File: src/rtl/rv_boot_sequencer.sv
// Boot sequencer for the single-cycle RV32 core: streams a program image into instruction memory
// while the core is held in reset, then runs it until a mailbox store or the cycle budget expires.
module rv_boot_sequencer #(
   parameter int unsigned IMEM_AW    = 10,
   parameter logic [31:0] HALT_ADDR  = 32'hFFFF_FFFC,
   parameter logic [31:0] MAX_CYCLES = 32'd100000
) (
   input  logic               clk,
   input  logic               reset,
   input  logic               start,
   input  logic [IMEM_AW:0]   load_len,
   input  logic               s_valid,
   input  logic [31:0]        s_data,
   output logic               s_ready,
   output logic               imem_we,
   output logic [IMEM_AW-1:0] imem_addr,
   output logic [31:0]        imem_wdata,
   output logic               core_reset,
   input  logic               core_we,
   input  logic [31:0]        core_addr,
   input  logic [31:0]        core_wdata,
   output logic               busy,
   output logic               done,
   output logic               timeout,
   output logic [31:0]        result,
   output logic [31:0]        cycle_count
);

   localparam logic [IMEM_AW:0] MaxLen = {1'b1, {IMEM_AW{1'b0}}};
   localparam logic [IMEM_AW:0] LenOne = {{IMEM_AW{1'b0}}, 1'b1};
   localparam logic [IMEM_AW:0] LenZero = '0;

   typedef enum logic [2:0] {
      StIdle,
      StLoad,
      StRelease,
      StRun,
      StDone,
      StTmo
   } state_e;

   state_e             state_q, state_d;
   logic [IMEM_AW:0]   len_q, len_d;
   logic [IMEM_AW:0]   cnt_q, cnt_d;
   logic [IMEM_AW:0]   len_clamped;
   logic               imem_we_d;
   logic [IMEM_AW-1:0] imem_addr_d;
   logic [31:0]        imem_wdata_d;
   logic               busy_d;
   logic               done_d;
   logic               timeout_d;
   logic [31:0]        result_d;
   logic [31:0]        cycle_count_d;
   logic               xfer;
   logic               halt_hit;
   logic               budget_hit;

   assign s_ready    = (state_q == StLoad);
   assign core_reset = (state_q != StRun);

   always_comb begin
      len_clamped   = (load_len > MaxLen) ? MaxLen : load_len;
      xfer          = s_valid & s_ready;
      halt_hit      = core_we && (core_addr == HALT_ADDR);
      // A zero budget disables the timeout entirely, letting cycle_count wrap.
      budget_hit    = (MAX_CYCLES != 32'd0) && (cycle_count == MAX_CYCLES - 32'd1);

      state_d       = state_q;
      len_d         = len_q;
      cnt_d         = cnt_q;
      imem_we_d     = 1'b0;
      imem_addr_d   = imem_addr;
      imem_wdata_d  = imem_wdata;
      done_d        = done;
      timeout_d     = timeout;
      result_d      = result;
      cycle_count_d = cycle_count;

      unique case (state_q)
         StIdle, StDone, StTmo: begin
            if (start) begin
               done_d    = 1'b0;
               timeout_d = 1'b0;
               len_d     = len_clamped;
               cnt_d     = LenZero;
               state_d   = (len_clamped != LenZero) ? StLoad : StRelease;
            end
         end
         StLoad: begin
            if (xfer) begin
               imem_we_d    = 1'b1;
               imem_addr_d  = cnt_q[IMEM_AW-1:0];
               imem_wdata_d = s_data;
               cnt_d        = cnt_q + LenOne;
               if (cnt_q == len_q - LenOne) begin
                  state_d = StRelease;
               end
            end
         end
         StRelease: begin
            cycle_count_d = 32'd0;
            state_d       = StRun;
         end
         StRun: begin
            cycle_count_d = cycle_count + 32'd1;
            // Mailbox store takes priority over a budget expiring in the same cycle.
            if (halt_hit) begin
               state_d  = StDone;
               result_d = core_wdata;
               done_d   = 1'b1;
            end else if (budget_hit) begin
               state_d   = StTmo;
               timeout_d = 1'b1;
            end
         end
         default: state_d = StIdle;
      endcase

      busy_d = (state_d == StLoad) || (state_d == StRelease) || (state_d == StRun);
   end

   always_ff @(posedge clk or posedge reset) begin
      if (reset) begin
         state_q     <= StIdle;
         len_q       <= '0;
         cnt_q       <= '0;
         imem_we     <= 1'b0;
         imem_addr   <= '0;
         imem_wdata  <= '0;
         busy        <= 1'b0;
         done        <= 1'b0;
         timeout     <= 1'b0;
         result      <= '0;
         cycle_count <= '0;
      end else begin
         state_q     <= state_d;
         len_q       <= len_d;
         cnt_q       <= cnt_d;
         imem_we     <= imem_we_d;
         imem_addr   <= imem_addr_d;
         imem_wdata  <= imem_wdata_d;
         busy        <= busy_d;
         done        <= done_d;
         timeout     <= timeout_d;
         result      <= result_d;
         cycle_count <= cycle_count_d;
      end
   end

endmodule

File: config.mk
export PLATFORM = sky130hd
export DESIGN_NAME = rv_boot_sequencer
export DESIGN_NICKNAME = d
export VERILOG_FILES = /design/src/rtl/rv_boot_sequencer.sv
export SDC_FILE = /design/constraint.sdc
export NUM_CORES = 1
export LEC_CHECK = 0
export CORE_ASPECT_RATIO = 0.7
export CORE_MARGIN = 5
export CORE_UTILIZATION = 41
export CTS_CLUSTER_SIZE = 16
export DETAILED_ROUTE_END_ITERATION = 10
export GPL_TIMING_DRIVEN = 1
export PLACE_DENSITY = 0.78
export SYNTH_ARGS = -nofsm -noshare
export SYNTH_HDL_FRONTEND = slang
export SYNTH_SLANG_ARGS = --single-unit
File: constraint.sdc
create_clock -name clk -period 4.2 [get_ports clk]
set_input_delay 0.42 -clock clk [delete_from_list [all_inputs] [get_ports clk]]
set_output_delay 0.42 -clock clk [all_outputs]
set_load 0.02 [all_outputs]
==> flow_metrics.env, run 1 <==
export IMPL_portBuffers=223
export IMPL_die_w_microns=156
export IMPL_max_freq_mhz=365
export IMPL_grt_pass1_vias=5420
export IMPL_grt_max_degree=97
export IMPL_track_usage=0.206
export IMPL_placed_cells=1005
export IMPL_finalSetupViolCount=0
export IMPL_grt_overflow=0
export IMPL_reg2reg_from="state_q[0]"
export IMPL_ys_seq_area_frac=0.553
export IMPL_dieArea_sq_um=17500
export IMPL_wl_per_cell_microns=17.3
export IMPL_cp_required_ns=4.43
export IMPL_worstHoldEndpoint="imem_wdata[17]"
export IMPL_start_kind="flip-flop"
export IMPL_first_iter_violations=330
export IMPL_multi_input_area_sq_um=2580
export IMPL_row_count=37
export IMPL_hpwl_mm=13.2
export IMPL_skew_ns=0.0113
export IMPL_wirelength_mm=18.0
export IMPL_r2r_end="cnt_q[9]"
export IMPL_ff2ff_path_depth=7
export IMPL_synth_area_per_cell_sq_um=10.0
export IMPL_tns_ns=0
export IMPL_syn_inst=611
export IMPL_postRouteAntennaNets=0
export IMPL_synth_top_area_frac=0.553
export IMPL_final_cells=1037
export IMPL_fin_nets=944
export IMPL_area_growth_pct=48.9
export IMPL_cts_resized=0
export IMPL_slew_headroom=0.210
export IMPL_clkTransAtPathRegs_ns=0.07
export IMPL_cts_buffers=17
export IMPL_placed_area_sq_um=8520
export IMPL_worstSetupPathType="flip-flop to flip-flop"
export IMPL_synth_area_top_cells="dfrtp_1 (55%), nand2_1 (11%), mux2_2 (5.9%), nand4_1 (2.2%), xnor2_1 (1.9%)"
export IMPL_fin_area_sq_um=9090
export IMPL_gp_congestion=0.816
export IMPL_slew_violations=0
export IMPL_grt_pass1_wl_mm=28.9
export IMPL_synth_fp_nets=726
export IMPL_tightest_slew_ns=1.18
export IMPL_p_leak_nw=4.06
export IMPL_worstPathArrival_ns=2.98
export IMPL_seq_area_sq_um=3380
export IMPL_clock_sinks=135
export IMPL_vias=5244
export IMPL_dieHeight_microns=112
export IMPL_hp_start="imem_wdata[17]"
export IMPL_drc=0
export IMPL_ir_drop_mv=0.357
export IMPL_final_min_clock_period_ns=2.74
export IMPL_htree_levels=4
export IMPL_total_power_mw=5.02
export IMPL_synth_distinct_cells=49
export IMPL_synth_edf_count=0
export IMPL_num_io_pins=224
export IMPL_core_area_sq_um=14700
export IMPL_crit_fanout=45
export IMPL_cap_violations=0
export IMPL_yosysTopAreaCell="dfrtp_1"
export IMPL_status="complete, no violations"
export IMPL_cts_setup_buffers=0
export IMPL_endpoint_kind="flip-flop"
export IMPL_antenna_found_initial=0
export IMPL_rsz0062_at_grt="no"
export IMPL_synth_area_sq_um=6110
export IMPL_critical_path_startpoint="state_q[0]"
export IMPL_cts_tree="yes"
export IMPL_root_buffer="clkbuf_16"
export IMPL_rrSetupSlack_ns=1.46
export IMPL_yosysWarnings=0
export IMPL_drtPass1Iterations=4
export IMPL_clock_latency_ns=0.41
export IMPL_postCtsHoldBufs=0
export IMPL_drive_gt1_frac=0.0938
export IMPL_routed_via_density=5.06
export IMPL_n_fill_cell=1214
export IMPL_async_flop_share=1.00
export IMPL_ys_ff_latch=135
export IMPL_min_period_over_period=0.653
export IMPL_hold_viol=0
export IMPL_min_delay_path_depth=2
export IMPL_start_util=0.416
export IMPL_clock_path_buffers=2
export IMPL_yosys_most_used_dff="dfrtp_1"
export IMPL_power_density_nw_per_um2=552
export IMPL_antenna_cells=0
export IMPL_hold_class="flip-flop to flip-flop"
[area by class of cell]
class                   count  share of cell area
flip-flops and latches    135               0.371
clock inverters            14              0.0153
multi-input cells         437               0.284
clock buffers              18              0.0483
repair buffers            228               0.250
well taps                 195              0.0268
inverters                  10             0.00468
[power breakdown]
part           switching [mW]  total, mW  internal, mW  leakage, nW
registers               0.264       1.84          1.58         1.79
clock network           0.602       1.45         0.845        0.276
logic                   0.936       1.73         0.793         1.99
[cells in the mapped netlist (4+ instances only)]
cell	number
nand2_1	172
dfrtp_1	135
mux2_2	32
nor2_1	29
nand3_1	22
nand4_1	21
o21ai_0	21
clkbuf_1	20
o31ai_1	14
xnor2_1	13
o211ai_1	12
nor4_1	11
xor2_1	11
buf_2	9
inv_1	8
nand3b_1	8
or4_1	7
a21oi_1	5
a22o_1	5
and3_1	5
mux2i_1	5
nand2b_1	5
nor3_1	5
and2_1	4
[layer usage]
metal  wire (microns)  GRT usage  vias up
met1             7870      0.271     2498
met5                0          0        -
li1                 -          -     2558
met3             1640     0.0836       17
met4              233     0.0624        0
met2             8220      0.314      171
[worst max-delay path: stages (launching register included)]
cell and delay [ns]:
dfrtp_1 0.49, nor3b_1 0.46, nand2_2 0.22, buf_4 0.32
a2111oi_1 0.59, and4_1 0.29, xnor2_1 0.12, nor2_1 0.06
[kinds of logic after synthesis]
group                      count (synthesis)  synth area share
muxes                                     37            0.0672
buffers and inverters                     39            0.0258
xor gates and xnor gates                  24            0.0344
DFF                                      135             0.553
adders and majority gates                  3           0.00615
and+or+nand+nor                          307             0.239
AOI/OAI and AO/OA                         66            0.0748
[layout by cell type, fill, tap and decap left out, types with 8 or more instances in the layout]
cell               n
xor2_1            11
xnor2_1           13
nand2_1          171
nor4_1            11
nand3_1           22
o31ai_1           14
dfrtp_1          135
nand3b_1           8
clkdlybuf4s50_1  223
o211ai_1          12
o21ai_0           21
nand4_1           21
clkbuf_16         17
mux2_2            32
nor2_1            28
[flip-flops by register name (all words and copies together), names as in the netlist]
name,flops
imem_wdata,32
cycle_count,32
timeout,1
cnt_q,11
imem_we,1
imem_addr,10
done,1
busy,1
len_q,11
state_q,3
result,32
[how the worst max path moves through the flow]
stage,slack (ns),endpoint
finish,1.46,cnt_q[9]
global route,1.19,cnt_q[9]
CTS,1.41,cnt_q[9]
detailed placement,1.20,result[16]
global placement,1.26,result[12]
floorplan,0.17,busy
[per-stage QoR]
step,utilization,setup slack (ns),hold slack (ns)
final,0.620,1.46,0.474
after global routing,0.620,1.19,0.489
after CTS,0.620,1.41,0.476
after detailed placement,0.580,1.20,0.461
after global placement,0.580,1.26,0.458
after floorplan,-,0.169,0.466
Power figures use the tool's default switching activity.
==> run 2, diff against run 1 <==
--- a/config.mk
+++ b/config.mk
@@ -7,11 +7,11 @@
 export LEC_CHECK = 0
 export CORE_ASPECT_RATIO = 0.7
 export CORE_MARGIN = 5
-export CORE_UTILIZATION = 41
+export CORE_UTILIZATION = 45
 export CTS_CLUSTER_SIZE = 16
 export DETAILED_ROUTE_END_ITERATION = 10
 export GPL_TIMING_DRIVEN = 1
-export PLACE_DENSITY = 0.78
+export PLACE_DENSITY = 0.81
 export SYNTH_ARGS = -nofsm -noshare
 export SYNTH_HDL_FRONTEND = slang
 export SYNTH_SLANG_ARGS = --single-unit
==> constraint.sdc (replaced) <==
create_clock -name clk -period 2.6 [get_ports clk]
set_input_delay 0.26 -clock clk [delete_from_list [all_inputs] [get_ports clk]]
set_output_delay 0.26 -clock clk [all_outputs]
set_load 0.02 [all_outputs]
==> run 2 against run 1 <==
Against the previous run: sequential share of layout area decreased by 0.90 points; non-clock buffer count increased by 13; final area increased by 2.5%; combinational power increased by 80%.
==> flow_metrics.env, run 2 (synthesized netlist as in run 1, its figures left out) <==
export IMPL_hpwl_mm=14.2
export IMPL_worstPathArrival_ns=2.86
export IMPL_skew_ns=0.0115
export IMPL_dieArea_sq_um=16000
export IMPL_cp_slowest_stage_delay_ns=0.50
export IMPL_wirelength_mm=19.2
export IMPL_cts_buffers=17
export IMPL_track_usage=0.238
export IMPL_routed_via_density=5.37
export IMPL_num_io_pins=224
export IMPL_final_min_clock_period_ns=2.58
export IMPL_drive_gt1_frac=0.117
export IMPL_grt_max_degree=64
export IMPL_power_density_nw_per_um2=920
export IMPL_core_area_sq_um=13200
export IMPL_top_regs="cycle_count x32, imem_wdata x32, result x32"
export IMPL_antenna_found_initial=1
export IMPL_drc=0
export IMPL_max_freq_mhz=387
export IMPL_status="complete, no violations"
export IMPL_grtUsageMet1=0.313
export IMPL_antenna_cells=0
export IMPL_slew_headroom=0.572
export IMPL_portBuffers=223
export IMPL_p_int_mw=5.52
export IMPL_clkPwrFrac=0.289
export IMPL_grtUsageMet3=0.0711
export IMPL_htree_levels=4
export IMPL_total_power_mw=8.57
export IMPL_combPwrFrac=0.363
export IMPL_layout_common_cells="clkdlybuf4s50_1 (223), nand2_1 (172), dfrtp_1 (135)"
export IMPL_final_common_cell="clkdlybuf4s50_1"
export IMPL_wl_per_cell_microns=18.5
export IMPL_gp_congestion=0.908
export IMPL_p_leak_nw=4.15
export IMPL_start_util=0.462
export IMPL_worstSetupPathType="flip-flop to flip-flop"
export IMPL_clkTransAtPathRegs_ns=0.06
export IMPL_die_w_microns=149
export IMPL_grt_pass1_vias=5738
export IMPL_first_iter_violations=428
export IMPL_slowest_stage="or4b_4"
export IMPL_clock_sinks=135
export IMPL_endpoint_kind="flip-flop"
export IMPL_dieHeight_microns=107
export IMPL_vias=5576
export IMPL_placed_cells=1003
export IMPL_hold_viol=0
export IMPL_cp_required_ns=2.88
export IMPL_final_util=0.705
export IMPL_crit_fanout=4
export IMPL_start_kind="flip-flop"
export IMPL_hold_class="input port to asynchronous set/reset pin"
export IMPL_area_growth_pct=52.6
export IMPL_row_count=35
export IMPL_grt_overflow=0
export IMPL_tightest_slew_ns=0.641
export IMPL_top_usage_layer="met2"
export IMPL_hold_ws_ns=0.278
export IMPL_use_met2=0.383
export IMPL_p_sw_mw=3.06
export IMPL_swShare=0.356
export IMPL_postRouteAntennaNets=0
export IMPL_final_cells=1039
export IMPL_finalSetupViolCount=0
export IMPL_slew_violations=0
export IMPL_clock_latency_ns=0.42
export IMPL_n_fill_cell=953
export IMPL_root_buffer="clkbuf_16"
export IMPL_clock_path_buffers=2
export IMPL_worstPathCellList="inv_2 -> ha_4 -> or4b_4 -> o221ai_4 -> o311ai_4 -> a41oi_2 -> a2111oi_2 -> buf_4 -> or4_1"
export IMPL_grt_pass1_wl_mm=30.1
export IMPL_cts_tree="yes"
export IMPL_cap_violations=0
export IMPL_ir_drop_mv=0.600
export IMPL_fin_nets=957
export IMPL_drtPass1Iterations=5
export IMPL_min_period_over_period=0.993
export IMPL_power_frac_seq=0.347
## run 2: cell count changes in the layout (fill, tap and decap cells not counted), sizes merged
cell | previous run | this run
inv | 15 | 11
buf | 5 | 18
clkinvlp | 3 | 6
bufinv | 1 | 3
clkinv | 5 | 3
## run 2: routing by layer
layer,vias up,share of wire
met2,228,0.49
met4,2,0.017
met3,32,0.080
met1,2720,0.42
li1,2594,-
met5,-,0.00036
## run 2: timing repair
action | CTS | global route
setup endpoints to repair | 1 | 3
hold buffers | 0 | 0
resized for setup | 0 | 14
pin swaps | 1 | 4
buffers inserted | 0 | 5
endpoints found under the hold margin | 0 | 0
## run 2: path summary, 6_finish.rpt
kind / slack [ns] / start / to / depth (start not counted)
setup / recovery: 0.02 / len_q[0] / state_q[1] / 9
hold / removal: 0.28 / reset / result[5] / 2
setup reg to reg: 0.02 / len_q[0] / state_q[1] / 9
hold reg to reg: 0.47 / imem_wdata[31] / imem_wdata[31] / 2
max in group asynchronous: 1.61 / reset / cnt_q[5] / 3
min in group clk: 0.37 / s_data[13] / imem_wdata[13] / 3
## run 2: area by class of cell
cell class,instances,area (sq um),area share
Clock buffer,18,439,0.0471
Clock inverter,13,171,0.0184
Inverter,10,45.0,0.00483
Multi-Input combinational cell,437,2650,0.284
Sequential cell,135,3380,0.362
Tap cell,185,231,0.0248
Timing Repair Buffer,241,2400,0.258
## run 2: power by group through the flow
stage	clock [mW]	sequential, mW	combinational (mW)
2_1_floorplan	0	3.25	1.30
3_3_place_gp	0	2.96	2.80
3_5_place_dp	0	2.98	2.90
4_1_cts	2.52	2.96	2.92
5_1_grt	2.62	3.04	3.34
6_report	2.48	2.98	3.11
## run 2: metrics by stage
stage / setup slack [ns] / TNS (ns) / cell area (sq um)
after floorplan: 0.214 / 0 / 6110
after global placement: 0.203 / 0 / 8590
after detailed placement: 0.000211 / 0 / 8590
after CTS: 0.0413 / 0 / 9200
after global routing: -0.0543 / -0.0760 / 9320
final: 0.0171 / 0 / 9320
## run 2: critical path: cells and delay by family, from the launching register on
kind                       cells  cell delay [ns]
and+or+nand+nor                2             0.99
DFF                            1             0.42
adders and majority gates      1             0.14
buffers and inverters          2             0.26
AOI/OAI and AO/OA              4             0.65
